File: config.mk
export PLATFORM = sky130hd
export DESIGN_NAME = accum_drain_flat
export DESIGN_NICKNAME = d
export VERILOG_FILES = /design/src/rtl/accum_drain_pkg.sv /design/src/rtl/accum_drain_if.sv /design/src/rtl/accum_drain.sv /design/src/flat_wrapper.sv
export SDC_FILE = /design/constraint.sdc
export NUM_CORES = 1
export LEC_CHECK = 0
export ABC_AREA = 1
export CAP_MARGIN = 15
export CORE_AREA = 10 10 141 117
export CTS_CLUSTER_SIZE = 30
export DETAILED_ROUTE_END_ITERATION = 6
export DIE_AREA = 0 0 151 127
export PLACE_DENSITY_LB_ADDON = 0.2
export SYNTH_ARGS = -nofsm -noshare
export SYNTH_HDL_FRONTEND = slang
export SYNTH_SLANG_ARGS = --single-unit
File: constraint.sdc
create_clock -name Clk -period 2.6 [get_ports Clk]
set_input_delay 0.52 -clock Clk [delete_from_list [all_inputs] [get_ports Clk]]
set_output_delay 0.52 -clock Clk [all_outputs]
set_load 0.02 [all_outputs]
File: src/rtl/accum_drain_pkg.sv
// accum_drain_pkg: state encoding, default beat width and beat-select helper.
package accum_drain_pkg;
   localparam int DEFAULT_WIDTH = 32;
   typedef enum logic [1:0] {IDLE = 2'd0, SEND_A = 2'd1, SEND_B = 2'd2} state_t;
   // 1 selects the upper half of the snapshot for the beat being sent
   function automatic logic half_sel(input logic second, input logic hi_first);
      return second ^ hi_first;
   endfunction
endpackage

File: src/rtl/accum_drain_if.sv
// accum_drain_if: valid/ready beat stream carrying drained accumulator halves.
interface accum_drain_if #(parameter int DATA_WIDTH = 32);
   logic [DATA_WIDTH-1:0] m_data;
   logic m_valid;
   logic m_ready;
   logic m_last;
   modport master(output m_data, output m_valid, output m_last, input m_ready);
   modport slave(input m_data, input m_valid, input m_last, output m_ready);
endinterface

File: src/rtl/accum_drain.sv
// accum_drain: snapshots the accumulator on Capture, clears it, and streams the
// result as two beats; one pending slot absorbs a capture taken while draining.
import accum_drain_pkg::*;
module accum_drain #(
   parameter int DATA_WIDTH = DEFAULT_WIDTH,
   parameter bit HI_FIRST = 1'b0
) (
   input  logic Clk,
   input  logic Rst,
   input  logic [2*DATA_WIDTH-1:0] sum,
   input  logic Capture,
   output logic Clr_acc,
   accum_drain_if.master m,
   output logic Busy,
   output logic Overflow
);
   state_t state, state_nx;
   logic [2*DATA_WIDTH-1:0] active, pending;
   logic pend_v, xfer, send_b_xfer, accept, to_active, to_pend;
   assign xfer = m.m_valid && m.m_ready;
   assign send_b_xfer = state == SEND_B && xfer;
   // the final-beat edge frees a slot, so a capture there is always taken
   assign accept = Capture && (state == IDLE || send_b_xfer || !pend_v);
   assign to_active = Capture && (state == IDLE || (send_b_xfer && !pend_v));
   assign to_pend = accept && !to_active;
   always_ff @(posedge Clk) begin
      if (Rst) state <= IDLE;
      else state <= state_nx;
   end
   always_comb begin
      state_nx = state;
      case (state)
         IDLE:    state_nx = Capture ? SEND_A : IDLE;
         SEND_A:  state_nx = xfer ? SEND_B : SEND_A;
         SEND_B:  state_nx = !xfer ? SEND_B : (pend_v || Capture) ? SEND_A : IDLE;
         default: state_nx = IDLE;
      endcase
   end
   always_comb begin
      m.m_valid = state != IDLE;
      m.m_last = state == SEND_B;
      m.m_data = state == IDLE ? '0 :
                 half_sel(state == SEND_B, HI_FIRST) ? active[2*DATA_WIDTH-1:DATA_WIDTH] :
                 active[DATA_WIDTH-1:0];
      Busy = state != IDLE || pend_v;
   end
   always_ff @(posedge Clk) begin
      if (Rst) begin
         active <= '0;
         pending <= '0;
         pend_v <= 1'b0;
         Clr_acc <= 1'b0;
         Overflow <= 1'b0;
      end else begin
         Clr_acc <= accept;
         Overflow <= Overflow || (Capture && !accept);
         if (to_active) active <= sum;
         else if (send_b_xfer && pend_v) active <= pending;
         if (to_pend) pending <= sum;
         pend_v <= to_pend || (pend_v && !send_b_xfer);
      end
   end
endmodule

File: src/flat_wrapper.sv
// flat-port wrapper written by rule: the top's interface ports become plain ports
module accum_drain_flat 
#(
   parameter int DATA_WIDTH = DEFAULT_WIDTH,
   parameter bit HI_FIRST = 1'b0
)
  (Clk, Rst, sum, Capture, Clr_acc, Busy, Overflow, m_m_data, m_m_valid, m_m_last, m_m_ready);
  accum_drain_if #(.DATA_WIDTH(DATA_WIDTH)) m_i ();
  input  logic Clk;
  input  logic Rst;
  input  logic [2*DATA_WIDTH-1:0] sum;
  input  logic Capture;
  output logic Clr_acc;
  output logic Busy;
  output logic Overflow;
  output wire logic [$bits(m_i.m_data)-1:0] m_m_data;
  output wire logic [$bits(m_i.m_valid)-1:0] m_m_valid;
  output wire logic [$bits(m_i.m_last)-1:0] m_m_last;
  input wire logic [$bits(m_i.m_ready)-1:0] m_m_ready;
  assign m_m_data = m_i.m_data;
  assign m_m_valid = m_i.m_valid;
  assign m_m_last = m_i.m_last;
  assign m_i.m_ready = m_m_ready;
  accum_drain #(.DATA_WIDTH(DATA_WIDTH), .HI_FIRST(HI_FIRST)) u_core (.Clk(Clk), .Rst(Rst), .sum(sum), .Capture(Capture), .Clr_acc(Clr_acc), .m(m_i), .Busy(Busy), .Overflow(Overflow));
endmodule
==> out/metrics.csv, run 1 <==
stage,metric,value,unit
run_status,outcome,finished clean,
die,IO Count,105,
layout,Area Overhead vs Synth,25.4,%
power,Total Power,0.00610,W
die,Row Count,39,
setup_path,startpoint types,register,
power,maximum vdd drop,0.000497,V
die,Initial Util,48.5,%
sta,fin crit share,97.8,%
setup_path,slowest CP cell,clkdlybuf4s50_1,
sta,RSZ-0062 raised after global routing,no,
drt,Via-to-Cell Ratio,4.90,
clock_network,CTS tree,built,
hold_path,Hold WC Path Type,register to register,
setup_path,worst setup path category,register to primary output,
layout,final std cells w/o fill,1308,
clock_network,Clock Sinks,133,
place,post-DP HPWL,11900,um
setup_path,"Largest stage delay, worst path",0.65,ns
drt,drt wl/cell,14.7,um
place,dpl cell area,7770,sq um
place,placed cells,1276,
layout,Final nets,1179,
drt,remaining antenna violation count,0,
drt,DR vias,6409,
setup_path,"critical path fanouts, max",33,
grt,vias in the first global route,5861,
synth,syn_nets,1115,
sta,Slew @ Worst Pin,0.942,ns
clock_network,CTS Buf Count,17,
setup_path,crit path capture type,primary output,
grt,largest net degree at the start of global routing,66,
sta,Final setup viols,0,
setup_path,Bufs and invs on worst path,3,
synth,Syn Area/Cell,6.41,sq um
grt,GR Util All Layers,20.1,%
setup_path,FF-to-FF setup slack,0.44,ns
clock_network,H-tree depth,4,
layout,design area,8420,sq um
sta,Slew HR,37.2,%
drt,DRT Wirelength,19300,um
setup_path,"Arr. time, crit path",2.02,ns
place,port buffer count,104,
grt,initial antenna violation count,0,
clock_network,root buf cell,clkbuf_16,
sta,setup total negative slack,0,ns
sta,skew final,0.00638,ns
drt,# DRC,0,
setup_path,"delay-heaviest family, CP",buffers and inverters,
clock_network,Setup Buffers After CTS,0,
clock_network,clock-pin slew on the worst setup and hold paths,0.05,ns
die,Die H,127,um
synth,Yosys reg bits,133,
clock_network,Clock Latency Late Sink,0.42,ns
synth,yosys warns,0,
layout,fraction of layout cells with a size suffix above 1,5.25,%
die,die width,151,um
synth,Syn Inst Count,1047,
layout,diodes inserted,0,
synth,number of distinct library cells after synthesis,21,
synth,Mapped Area,6720,sq um
drt,total iterations of the first detailed-routing run,5,
sta,count of pins over their slew limit,0,
place,GP Congestion,0.850,
sta,Final Hold Fails,0,
sta,Final min period,2.54,ns
die,die footprint,19200,sq um
setup_path,"critical path, cell by cell","inv_2, buf_4, o22ai_1, clkdlybuf4s50_1",
power,P per Cell Area,724,nW/um^2
grt,Overflow after GRT,0,
clock_network,clk buf depth,2,
setup_path,CP required,2.08,ns
job,max-cap violation count,0,
power,leakage power,4.22,nW
grt,first-pass GRT wire length,31100,um
drt,Starting DRT DRC Count,673,
die,core area,13900,sq um
sta,FMAX,393,MHz
synth,post-synthesis sequential area ratio,39.6,%
==> cell type report <==
| type | count | area [sq um] |
|---|---|---|
| Multi-Input combinational cell | 635 | 2870 |
| Clock inverter | 8 | 145 |
| Fill cell | 1348 | 5440 |
| Tap cell | 184 | 230 |
| Sequential cell | 133 | 2660 |
| Inverter | 204 | 766 |
| Timing Repair Buffer | 120 | 1260 |
| Clock buffer | 24 | 492 |
==> Yosys cell counts, drive strengths merged <==
master | count | area [sq um]
clkbuf | 20 | 75.1
a21oi | 68 | 340
o21a | 1 | 7.51
inv | 204 | 766
nor2 | 134 | 522
a211oi | 1 | 7.51
o21ai | 1 | 8.76
o22ai | 32 | 200
buf | 55 | 375
dfxtp | 133 | 2660
nand2 | 203 | 767
o21bai | 1 | 7.51
nand3 | 194 | 976
==> layout by cell type, fill, tap and decap left out, types with 2 or more instances in the layout <==
cell	instances
inv_2	4
clkbuf_16	17
clkbuf_8	4
dfxtp_1	133
buf_4	9
clkinvlp_4	2
nand2_1	200
nand3_1	193
clkinv_2	2
nor2_1	131
clkbuf_1	3
nand2_2	3
dlymetal6s2s_1	8
buf_12	7
clkdlybuf4s50_1	94
o22ai_1	32
bufinv_16	4
inv_1	200
a21oi_1	67
==> final timing paths <==
kind | cells past startpoint | end | start
worst max register to register | 9 | u_core.pending[57]$_SDFFE_PP0P_ | u_core.state[0]$_SDFF_PP0_
worst max-delay path | 4 | m_m_data[23] | u_core.state[0]$_SDFF_PP0_
worst min-delay path | 2 | u_core.pending[31]$_SDFFE_PP0P_ | u_core.pending[31]$_SDFFE_PP0P_
worst min register to register | 2 | u_core.pending[31]$_SDFFE_PP0P_ | u_core.pending[31]$_SDFFE_PP0P_
==> routing by layer <==
metal | routed length (um) | vias up | share of wire [%] | track usage (%)
met1 | 8990 | 2830 | 47 | 27.9
met5 | 0 | - | 0 | 0
li1 | - | 3348 | - | -
met3 | 1320 | 17 | 6.9 | 5.15
met2 | 8680 | 214 | 45 | 30.2
met4 | 261 | 0 | 1.4 | 5.60
==> tightest hold or removal path, stage by stage, from the launching register on <==
cell and delay, ns:
dfxtp_1 0.32, nor2_1 0.05, nor2_1 0.08
==> report_power, final <==
group,internal [W],switching [W]
combinational,0.000465,0.000738
clock,0.00170,0.000871
sequential,0.00225,0.0000781
==> through the flow <==
step                      hold WS (ns)  utilization (%)  worst slack [ns]
after floorplan                  0.455                -             0.946
after global placement           0.455             56.0             0.133
after detailed placement         0.472             56.0            0.0942
after CTS                        0.485             60.6            0.0144
after global routing             0.505             60.8           0.00776
final                            0.483             60.8            0.0566
==> kinds of logic after synthesis <==
kind of cell / share of synthesized area [%]
flops: 39.6
buf+inv: 18.1
compound gates: 8.52
simple gates: 33.7
==> registers in the layout, summed over array words and instances, names as in the netlist <==
register and flops:
u_core.active 64, u_core.Clr_acc 1, u_core.pend_v 1, u_core.Overflow 1, u_core.pending 64, u_core.state 2
==> what timing repair did <==
item	4_1_cts	5_1_grt
hold buffers	0	0
setup endpoints to repair	1	8
resized for setup	1	8
No activity file was read; power rests on OpenSTA's default activity.
==> inputs of run 2 (changes only) <==
--- a/config.mk
+++ b/config.mk
@@ -7,10 +7,10 @@
 export LEC_CHECK = 0
 export ABC_AREA = 1
 export CAP_MARGIN = 15
-export CORE_AREA = 10 10 141 117
+export CORE_AREA = 10 10 142 118
 export CTS_CLUSTER_SIZE = 30
 export DETAILED_ROUTE_END_ITERATION = 6
-export DIE_AREA = 0 0 151 127
+export DIE_AREA = 0 0 152 128
 export PLACE_DENSITY_LB_ADDON = 0.2
 export SYNTH_ARGS = -nofsm -noshare
 export SYNTH_HDL_FRONTEND = slang
==> constraint.sdc (replaced) <==
create_clock -name Clk -period 2.2 [get_ports Clk]
set_input_delay 0.44 -clock Clk [delete_from_list [all_inputs] [get_ports Clk]]
set_output_delay 0.44 -clock Clk [all_outputs]
set_load 0.02 [all_outputs]
==> run 2 against run 1 <==
Effect of this change: critical path depth stayed put; count of clock-buffer cells in the layout is 1 lower; sequential share of layout area is 0.13 points lower; clock skew is 0.0014 ns lower; largest cell class unchanged; highest routed layer unchanged.
==> out/metrics.csv, run 2 (synthesis results as in run 1) <==
stage,metric,value,unit,change
grt,GR Util All Layers,19.7,%,-0.48 points
drt,total iterations of the first detailed-routing run,5,,unchanged
sta,Slew @ Worst Pin,0.936,ns,-0.00563 ns
die,Row Count,39,,unchanged
grt,vias in the first global route,5994,,+2.3%
clock_network,CTS tree,built,,
setup_path,FF-to-FF End,u_core.pending[6]$_SDFFE_PP0P_,,
sta,Hold WS,0.481,ns,-0.00121 ns
layout,final std cells w/o fill,1322,,+1.1%
setup_path,worst setup path category,register to primary output,,
clock_network,clock-pin slew on the worst setup and hold paths,0.05,ns,about the same
drt,# DRC,0,,unchanged
setup_path,"Arr. time, crit path",1.68,ns,-0.34 ns
die,core area,14000,sq um,+0.70%
hold_path,HP Start,u_core.pending[43]$_SDFFE_PP0P_,,
sta,smallest setup slack after layout,0.0794,ns,+0.0228 ns
sta,RSZ-0062 raised after global routing,no,,
setup_path,startpoint types,register,,
layout,"commonest non-fill, non-tap cells in the layout","inv_1, nand2_1, nand3_1",,
place,port buffer count,104,,unchanged
drt,remaining antenna violation count,0,,unchanged
drt,drt wl/cell,14.7,um,-0.12%
sta,FMAX,472,MHz,
clock_network,Setup Buffers After CTS,0,,unchanged
layout,sequential cell area,2660,sq um,unchanged
layout,biggest regs,"u_core.active (64), u_core.pending (64), u_core.state (2)",,
drt,DRT Wirelength,19400,um,+0.95%
power,P per Cell Area,818,nW/um^2,+13%
layout,fraction of layout cells with a size suffix above 1,6.59,%,+1.3 points
place,placed cells,1290,,+1.1%
power,maximum vdd drop,0.000653,V,+31%
hold_path,hold depth,2,,unchanged
layout,design area,8460,sq um,+0.42%
die,die width,152,um,+0.66%
layout,Final nets,1193,,+1.2%
grt,initial antenna violation count,0,,unchanged
layout,area of the multi-input gates,2870,sq um,unchanged
job,max-cap violation count,0,,unchanged
setup_path,FF-to-FF setup slack,0.22,ns,-0.22 ns
sta,Final Hold Fails,0,,unchanged
power,Total Power,0.00692,W,+13%
clock_network,Clock Sinks,133,,unchanged
clock_network,root buf cell,clkbuf_16,,
setup_path,RR Startpoint,u_core.state[0]$_SDFF_PP0_,,
power,leakage power,4.30,nW,+1.9%
setup_path,crit path capture type,primary output,,
die,IO Count,105,,unchanged
sta,Final min period,2.12,ns,
drt,DR vias,6525,,+1.8%
clock_network,CTS Buf Count,17,,unchanged
sta,Slew HR,37.6,%,+0.38 points
sta,count of pins over their slew limit,0,,unchanged
sta,Final setup viols,0,,unchanged
die,Die H,128,um,+0.79%
clock_network,clk buf depth,2,,unchanged
place,dpl cell area,7920,sq um,+2.0%
grt,largest net degree at the start of global routing,66,,unchanged
sta,fin crit share,96.4,%,
run_status,outcome,finished clean,,
layout,# fillers,1330,,-1.3%
clock_network,Post-CTS Hold Buffers,0,,unchanged
hold_path,Hold WC Path Type,register to register,,
grt,first-pass GRT wire length,31800,um,+2.3%
drt,Via-to-Cell Ratio,4.94,,+0.73%
layout,Area Overhead vs Synth,26.0,%,
hold_path,hold path endpoint,u_core.pending[43]$_SDFFE_PP0P_,,
layout,diodes inserted,0,,unchanged
place,post-DP HPWL,12400,um,+4.5%
place,GP Congestion,0.848,,-0.18%
clock_network,H-tree depth,4,,unchanged
clock_network,Clock Latency Late Sink,0.42,ns,about the same
grt,Overflow after GRT,0,,unchanged
die,die footprint,19500,sq um,+1.5%
setup_path,"critical path fanouts, max",3,,-91%
drt,Starting DRT DRC Count,462,,-31%
setup_path,R2R cell count,7,,-2
sta,skew final,0.00496,ns,-0.00141 ns
place,dpl ws,-0.230,ns,-0.325 ns
setup_path,CP required,1.76,ns,-0.32 ns
die,Initial Util,48.1,%,-0.34 points
run 2: changes by cell type in the layout (fill, tap and decap cells not counted), sizes merged:
cell | previous run | this run
clkinv | 2 | 6
dlymetal6s2s | 8 | 1
dlygate4sd2 | 1 | 32
clkbuf | 24 | 23
bufinv | 4 | 1
buf | 17 | 31
clkdlybuf4s50 | 94 | 70
run 2: area by class of cell:
cell class	instances	share of cell area [%]
tap	184	2.72
sequential	133	31.5
clock buffer	23	5.89
clock inverter	9	0.888
multi-input combinational	635	33.9
timing repair buffer	134	16.1
inverter	204	9.05
run 2: worst max-delay path by stage:
stage	from	endpoint	slack, ns	cells after the start
after floorplan	u_core.state[0]$_SDFF_PP0_	m_m_data[10]	0.63	4
after global placement	m_m_ready	u_core.pending[38]$_SDFFE_PP0P_	-0.13	7
after detailed placement	m_m_ready	u_core.pending[6]$_SDFFE_PP0P_	-0.23	7
after CTS	u_core.state[0]$_SDFF_PP0_	m_m_last	0.01	5
after global routing	u_core.state[0]$_SDFF_PP0_	Busy	0.03	4
final	u_core.state[1]$_SDFF_PP0_	Busy	0.08	4
run 2: stage by stage:
step	util, %	TNS, ns
final	60.6	0
after global routing	60.6	0
after CTS	60.6	0
after detailed placement	56.8	-12.02
after global placement	56.8	-7.17
after floorplan	-	0
run 2: critical path, cell delays in order (launching register included):
cell and delay, ns:
dfxtp_1 0.31, buf_4 0.14, nor2_2 0.18, nand2_1 0.09
clkdlybuf4s50_1 0.55
run 2: power breakdown:
group | switching (W) | internal [W] | leakage (nW)
sequential | 0.0000870 | 0.00265 | 1.10
clock | 0.00103 | 0.00169 | 0.285
combinational | 0.000887 | 0.000568 | 2.92
run 2: layer usage:
layer / global-route usage, % / vias to the layer above / part of all wire (%)
li1: - / 3377 / -
met1: 27.5 / 2909 / 48
met2: 29.4 / 212 / 44
met3: 4.02 / 27 / 5.8
met4: 6.73 / 0 / 1.7
met5: 0 / - / 0
run 2: what timing repair did:
item / in CTS / in global routing
setup endpoints to repair: 32 / 1
resized for setup: 32 / 1
cloned: 0 / 0
